===== src/rtl/instr_fetch.sv =====
// Instruction fetch controller: issues one word request per fetch, holds the
// returned instruction in IR until decode takes it, and flags memory timeouts.
module instr_fetch #(
    parameter int TIMEOUT = 16
) (
    input  logic        clk,
    input  logic        rst,
    input  logic [31:0] PC,
    input  logic        fetch_en,
    input  logic        flush,
    output logic        imem_req,
    output logic [31:0] imem_addr,
    input  logic        imem_ack,
    input  logic [31:0] imem_rdata,
    output logic [31:0] IR,
    output logic        ir_valid,
    input  logic        ir_ready,
    output logic        PCWr,
    output logic        fetch_err,
    output logic [31:0] fetch_cnt
);
    // state | meaning
    // IDLE  | no request outstanding, IR empty or already consumed
    // BUSY  | request outstanding, response will be captured
    // FULL  | IR holds an instruction waiting for decode
    // DROP  | request outstanding after flush, response will be discarded
    typedef enum logic [1:0] {IDLE, BUSY, FULL, DROP} state_t;

    localparam logic [7:0] TMR_LOAD = 8'(TIMEOUT - 1);

    state_t      state, state_nx;
    logic [7:0]  timer, timer_nx;
    logic        req_nx, valid_nx, pcwr_nx, err_nx;
    logic [31:0] addr_nx, ir_nx, cnt_nx;

    always_ff @(posedge clk or negedge rst) begin
        if (!rst) begin
            state     <= IDLE;
            timer     <= '0;
            imem_req  <= 1'b0;
            imem_addr <= '0;
            IR        <= '0;
            ir_valid  <= 1'b0;
            PCWr      <= 1'b0;
            fetch_err <= 1'b0;
            fetch_cnt <= '0;
        end else begin
            state     <= state_nx;
            timer     <= timer_nx;
            imem_req  <= req_nx;
            imem_addr <= addr_nx;
            IR        <= ir_nx;
            ir_valid  <= valid_nx;
            PCWr      <= pcwr_nx;
            fetch_err <= err_nx;
            fetch_cnt <= cnt_nx;
        end
    end

    // Timer counts down from TIMEOUT-1; zero with no ack is the final BUSY cycle.
    always_comb begin
        state_nx = state;
        timer_nx = timer;
        req_nx   = imem_req;
        addr_nx  = imem_addr;
        ir_nx    = IR;
        valid_nx = ir_valid;
        pcwr_nx  = 1'b0;
        err_nx   = fetch_err;
        cnt_nx   = fetch_cnt;
        if (flush) err_nx = 1'b0;
        case (state)
            IDLE: begin
                if (fetch_en && !flush && !fetch_err) begin
                    req_nx   = 1'b1;
                    addr_nx  = {PC[31:2], 2'b00};
                    timer_nx = TMR_LOAD;
                    state_nx = BUSY;
                end
            end
            BUSY: begin
                if (imem_ack) begin
                    req_nx = 1'b0;
                    if (flush) begin
                        state_nx = IDLE;
                    end else begin
                        ir_nx    = imem_rdata;
                        valid_nx = 1'b1;
                        pcwr_nx  = 1'b1;
                        cnt_nx   = fetch_cnt + 32'd1;
                        state_nx = FULL;
                    end
                end else if (timer == 8'd0) begin
                    req_nx   = 1'b0;
                    err_nx   = !flush;
                    state_nx = IDLE;
                end else begin
                    timer_nx = timer - 8'd1;
                    if (flush) state_nx = DROP;
                end
            end
            DROP: begin
                if (imem_ack || timer == 8'd0) begin
                    req_nx   = 1'b0;
                    state_nx = IDLE;
                end else begin
                    timer_nx = timer - 8'd1;
                end
            end
            FULL: begin
                if (flush) begin
                    valid_nx = 1'b0;
                    state_nx = IDLE;
                end else if (ir_ready) begin
                    valid_nx = 1'b0;
                    if (fetch_en) begin
                        req_nx   = 1'b1;
                        addr_nx  = {PC[31:2], 2'b00};
                        timer_nx = TMR_LOAD;
                        state_nx = BUSY;
                    end else begin
                        state_nx = IDLE;
                    end
                end
            end
            default: state_nx = IDLE;
        endcase
    end
endmodule


===== config.mk =====
export PLATFORM = sky130hd
export DESIGN_NAME = instr_fetch
export DESIGN_NICKNAME = d
export VERILOG_FILES = /design/src/rtl/instr_fetch.sv
export SDC_FILE = /design/constraint.sdc
export NUM_CORES = 1
export LEC_CHECK = 0
export BUFFER_PORTS_ARGS = -buffer_cell sky130_fd_sc_hd__buf_2
export CORE_MARGIN = 2
export CORE_UTILIZATION = 40
export CTS_CLUSTER_SIZE = 14
export DETAILED_ROUTE_END_ITERATION = 12
export PLACE_DENSITY = 0.63
export SLEW_MARGIN = 15
export SYNTH_ARGS = -nofsm -noshare
export SYNTH_HDL_FRONTEND = slang
export SYNTH_SLANG_ARGS = --single-unit

===== constraint.sdc =====
create_clock -name clk -period 2.8 [get_ports clk]
set_clock_uncertainty 0.15 [all_clocks]
set_input_delay 0.42 -clock clk [delete_from_list [all_inputs] [get_ports clk]]
set_output_delay 0.42 -clock clk [all_outputs]
set_load 0.05 [all_outputs]

* Yosys cells after proc, flatten, opt, wreduce, memory -nomap -nowiden *
Cells that the tools add are included.

word-level totals
  register bits after elaboration = 110

cells by class
  add/subtract/negate cells = 2
  eq/ne operators = 16
  mux-type cells = 43
  bitwise logic cells = 1
  reductions and logical operators = 15

operator list
  operator                 count
  $mux W32                 4
  $pmux W32 S2             1
  $mux W8                  7
  $add A32 B1 Y32 const B  1
  $pmux W8 S4              1
  $ne A2 B2 Y1 const B     10
  $mux W1                  19
  $mux W2                  8
  $logic_not A8 Y1         1
  $pmux W2 S4              1
  $reduce_and A4 Y1        2
  $sub A8 B1 Y8 const B    1
  $reduce_and A7 Y1        1
  $ne A3 B3 Y1 const B     2
  $reduce_and A6 Y1        1
  $reduce_and A5 Y1        1
  $eq A2 B2 Y1 const B     2
  $ne A4 B4 Y1 const B     1
  $pmux W1 S4              1
  $reduce_bool A2 Y1       2
  $reduce_and A3 Y1        1
  $eq A2 B1 Y1 const B     1
  $logic_and A1 B1 Y1      2
  $logic_not A1 Y1         2
  other kinds (4)          4

* Logic depth before layout (Yosys ltp) *
  word-level depth = 5
  mapped depth = 7

* Worst setup path after synthesis *
Ideal clock, no wire load.

  path kind = reg2reg
  start = reg fetch_cnt[12]
  end = reg fetch_cnt[29]
  library setup time = 82 ps
  arrival = 1898 ps
  required time = 2568 ps
  setup slack = 670 ps
  cell stages (with the launch flop) = 6
  path buffers = 1
  clock period less this slack = 2130 ps
  path through = dfrtp_1 > nand4_4 > or3_1 > buf_6 > nor4_2 > xor2_1

on the way
  cells in the longest elaborated chain, start to end = 1

ends and longest elaborated chain
  element                 line  source
  start, declared         20    output logic [31:0] fetch_cnt
  start signal, assigned  56    fetch_cnt <= cnt_nx;
  $add A32 B1 Y32         90    cnt_nx = fetch_cnt + 32'd1;

No other way between the ends.
A chain may end at the register's enable or synchronous reset.

* Worst setup path in the final report *
  start = reg timer[0]
  end = reg timer[1]

on the way
  cells in the longest elaborated chain, start to end = 4
  elaborated cells on any way between the ends = 10
  those cells by class = add/sub: 1; eq/ne: 2; mux: 4; reduce/logical: 3

ends and longest elaborated chain
  element                                                   line     source
  start, declared                                           32       logic [7:0] timer, timer_nx;
  start signal, assigned                                    49       timer <= timer_nx;
  $sub A8 B1 Y8 / $logic_not A8 Y1 (equally long branches)  -
  $mux W8 / $logic_or A1 B1 Y1 (equally long branches)      93, 103
  $mux W8 / $ne A2 B2 Y1 (equally long branches)            -
  $pmux W8 S4 / $reduce_and A7 Y1 (equally long branches)   -

Several ways; a longest one is shown, not always the timed one. The select of a mux whose other input is x is not followed.

==> reports/results.txt <==
row cnt - 39
hold-critical path depth - 2
Worst Hold End - fetch_err
synthesized area - 0.00463 mm^2
Yosys reg bits - 108
reg2reg setup slack - 0.57 ns
syn_area_per_cell - 13.3 um^2
GRT overflow - 0
vias in the first global route - 3353
Pleak - 2.92 nW
Die H - 112 um
Top delay family on crit path - compound AO/OA/AOI/OAI gates
Slew Limit Fails - 0
die area - 0.0125 mm^2
most frequent cells in the layout - buf_2 (164), dfrtp_1 (108), mux2_2 (63)
design area - 0.00588 mm^2
CP Launch Type - flop
fin util - 51.7%
drt wl/cell - 15.0 um
largest stage delay on the critical path - 0.47 ns
total track usage - 16.7%
Antenna Nets Post-Route - 0
MaxCap Viol Count - 0
Synth Flop Type - dfrtp_1
YS warnings - 0
kind of critical path - reg2reg
Worst Reg2Reg Path Length in Cells - 7
Crit path required time - 2.90 ns
dpl cell area - 0.00559 mm^2
actual slew at the worst max-slew pin - 0.783 ns
residual DRC count - 0
TritonCTS clock tree - done
Starting Density - 40.7%
PD cells - 1160 mW/mm^2
critical path endpoint category - flop
DR vias/cell - 5.05
Max IR drop VDD - 0.750 mV
status - completed
I/O pins - 170
peak fanout along the critical path - 7
ys async rst share - 100%
Worst Path Buf+Inv - 3
hold crit path type - in2reg
clk buf depth - 2
Cell Chain, Critical Path - inv_1 > ha_1 > nor4b_1 > buf_4 > a21oi_1 > inv_1 > a311oi_1
clk slew on worst S/H paths - 0.07 ns
# diodes - 0
share of layout cells above drive strength 1 - 51.1%
worst r2r src - timer[0]
Detail Placement HPWL - 7290 um
RSZ-0062 raised after global routing - false
Worst slew margin - 47.6%
core area - 0.0114 mm^2
first-pass GRT wire length - 16800 um
Setup Fix Bufs, Post-CTS - 0
Die Span X - 112 um
clock insertion delay at the later pin of the skew report - 0.35 ns
final WL - 9930 um
EDFF count, synth - 0
TritonCTS Buffers - 9
final non-filler cell total - 660
minimum clock period - 2.23 ns
Arrival @ worst endpoint - 2.33 ns
most common cell after layout, fill and taps aside - buf_2
CP dominant cell by count - inv_1
CTS Sinks - 108
TNS Setup - 0 ns
WP depth - 7
area grow syn2layout - 27.0%
Distinct cells, synth - 46
FF-to-FF End - timer[1]
Slowest-stage cell, CP - a21oi_1
min-delay src - flush
vias - 3333
routability cong. - 0.794
initial drt markers - 173
largest net degree at the start of global routing - 59
period utilization - 79.5%
H-tree Lvls - 3
DR pass1 iterations - 4
share of the yosys chip area belonging to registers - 58.3%
final setup violation count - 0
root buffer cell - clkbuf_16
nets - 585
Hold Violations, Final - 0
Synth Instances - 348
Placed Cells - 643
initial antenna violation count - 0
max frequency - 0.449 GHz
Hold WS - 0.143 ns
# port buffers - 165
[routing by layer]
layer  global-route usage, %  vias to the layer above  wire length [um]
met1                    20.7                     1633              4260
met4                    5.43                        0               141
met2                    27.3                      120              4760
li1                        -                     1568                 -
met3                    6.15                       12               769
met5                       0                        -                 0
[metrics by stage]
step	setup slack, ns	power [mW]
2_1_floorplan	0.670	4.88
3_3_place_gp	0.572	5.61
3_5_place_dp	0.580	5.68
4_1_cts	0.543	6.91
5_1_grt	0.391	7.17
6_report	0.575	6.82
[logic make-up (layout without fill, tap and decap cells)]
group                    count (synthesis)  count (layout)  synth area share (%)
flip-flops                             108             108                  58.3
multiplexers                            63              63                  15.3
buffers and inverters                   29             197                  3.08
AO/OA/AOI/OAI                           25              25                  3.54
XOR/XNOR                                33              33                  6.24
adder cells (fa/ha/maj)                  3               3                 0.810
other                                    1               2                0.0810
AND/OR/NAND/NOR                         86              86                  12.6
[flip-flops by register name, indices dropped and copies added, names as in the netlist]
| register | flops |
|---|---|
| IR | 32 |
| PCWr | 1 |
| fetch_cnt | 32 |
| fetch_err | 1 |
| imem_addr | 30 |
| imem_req | 1 |
| ir_valid | 1 |
| state | 2 |
| timer | 8 |
[cell type report]
type / count / area (um^2)
Clock buffer: 9 / 225
Clock inverter: 7 / 60.1
Fill cell: 1014 / 5490
Inverter: 10 / 37.5
Multi-Input combinational cell: 212 / 1790
Sequential cell: 108 / 2700
Tap cell: 143 / 179
Timing Repair Buffer: 171 / 888
[repair_timing]
action | CTS | global route
hold endpoints to repair | 50 | 0
gates resized for setup | 0 | 0
setup endpoints to repair | 0 | 0
hold buffers | 1 | 0
[worst max-delay path by stage]
stage	startpoint	endpoint	slack (ns)
after floorplan	fetch_cnt[12]	fetch_cnt[29]	0.67
after global placement	flush	fetch_cnt[20]	0.57
after detailed placement	flush	fetch_cnt[20]	0.58
after CTS	timer[0]	timer[1]	0.54
after global routing	timer[0]	timer[1]	0.39
final	timer[0]	timer[1]	0.57
[cell usage after synthesis, types with 4 or more instances]
cell type | n | area, um^2
nor3_1 | 10 | 50.1
xnor2_1 | 9 | 78.8
nand2_1 | 11 | 41.3
buf_4 | 4 | 30.0
nor4_2 | 7 | 87.6
dfrtp_1 | 108 | 2700
nor4_1 | 8 | 50.1
inv_1 | 10 | 37.5
buf_2 | 9 | 45.0
xor2_1 | 24 | 210
mux2_2 | 63 | 709
a21oi_1 | 5 | 25.0
nor2_1 | 8 | 30.0
clkbuf_1 | 4 | 15.0
nand4_1 | 5 | 31.3
o21ai_0 | 7 | 35.0
nand3_1 | 12 | 60.1
[report_power, final]
part	internal (mW)	switching (mW)
logic	0.869	2.36
registers	2.09	0.303
clock network	0.616	0.591
Note: power is estimated with default switching activity, not from simulation.
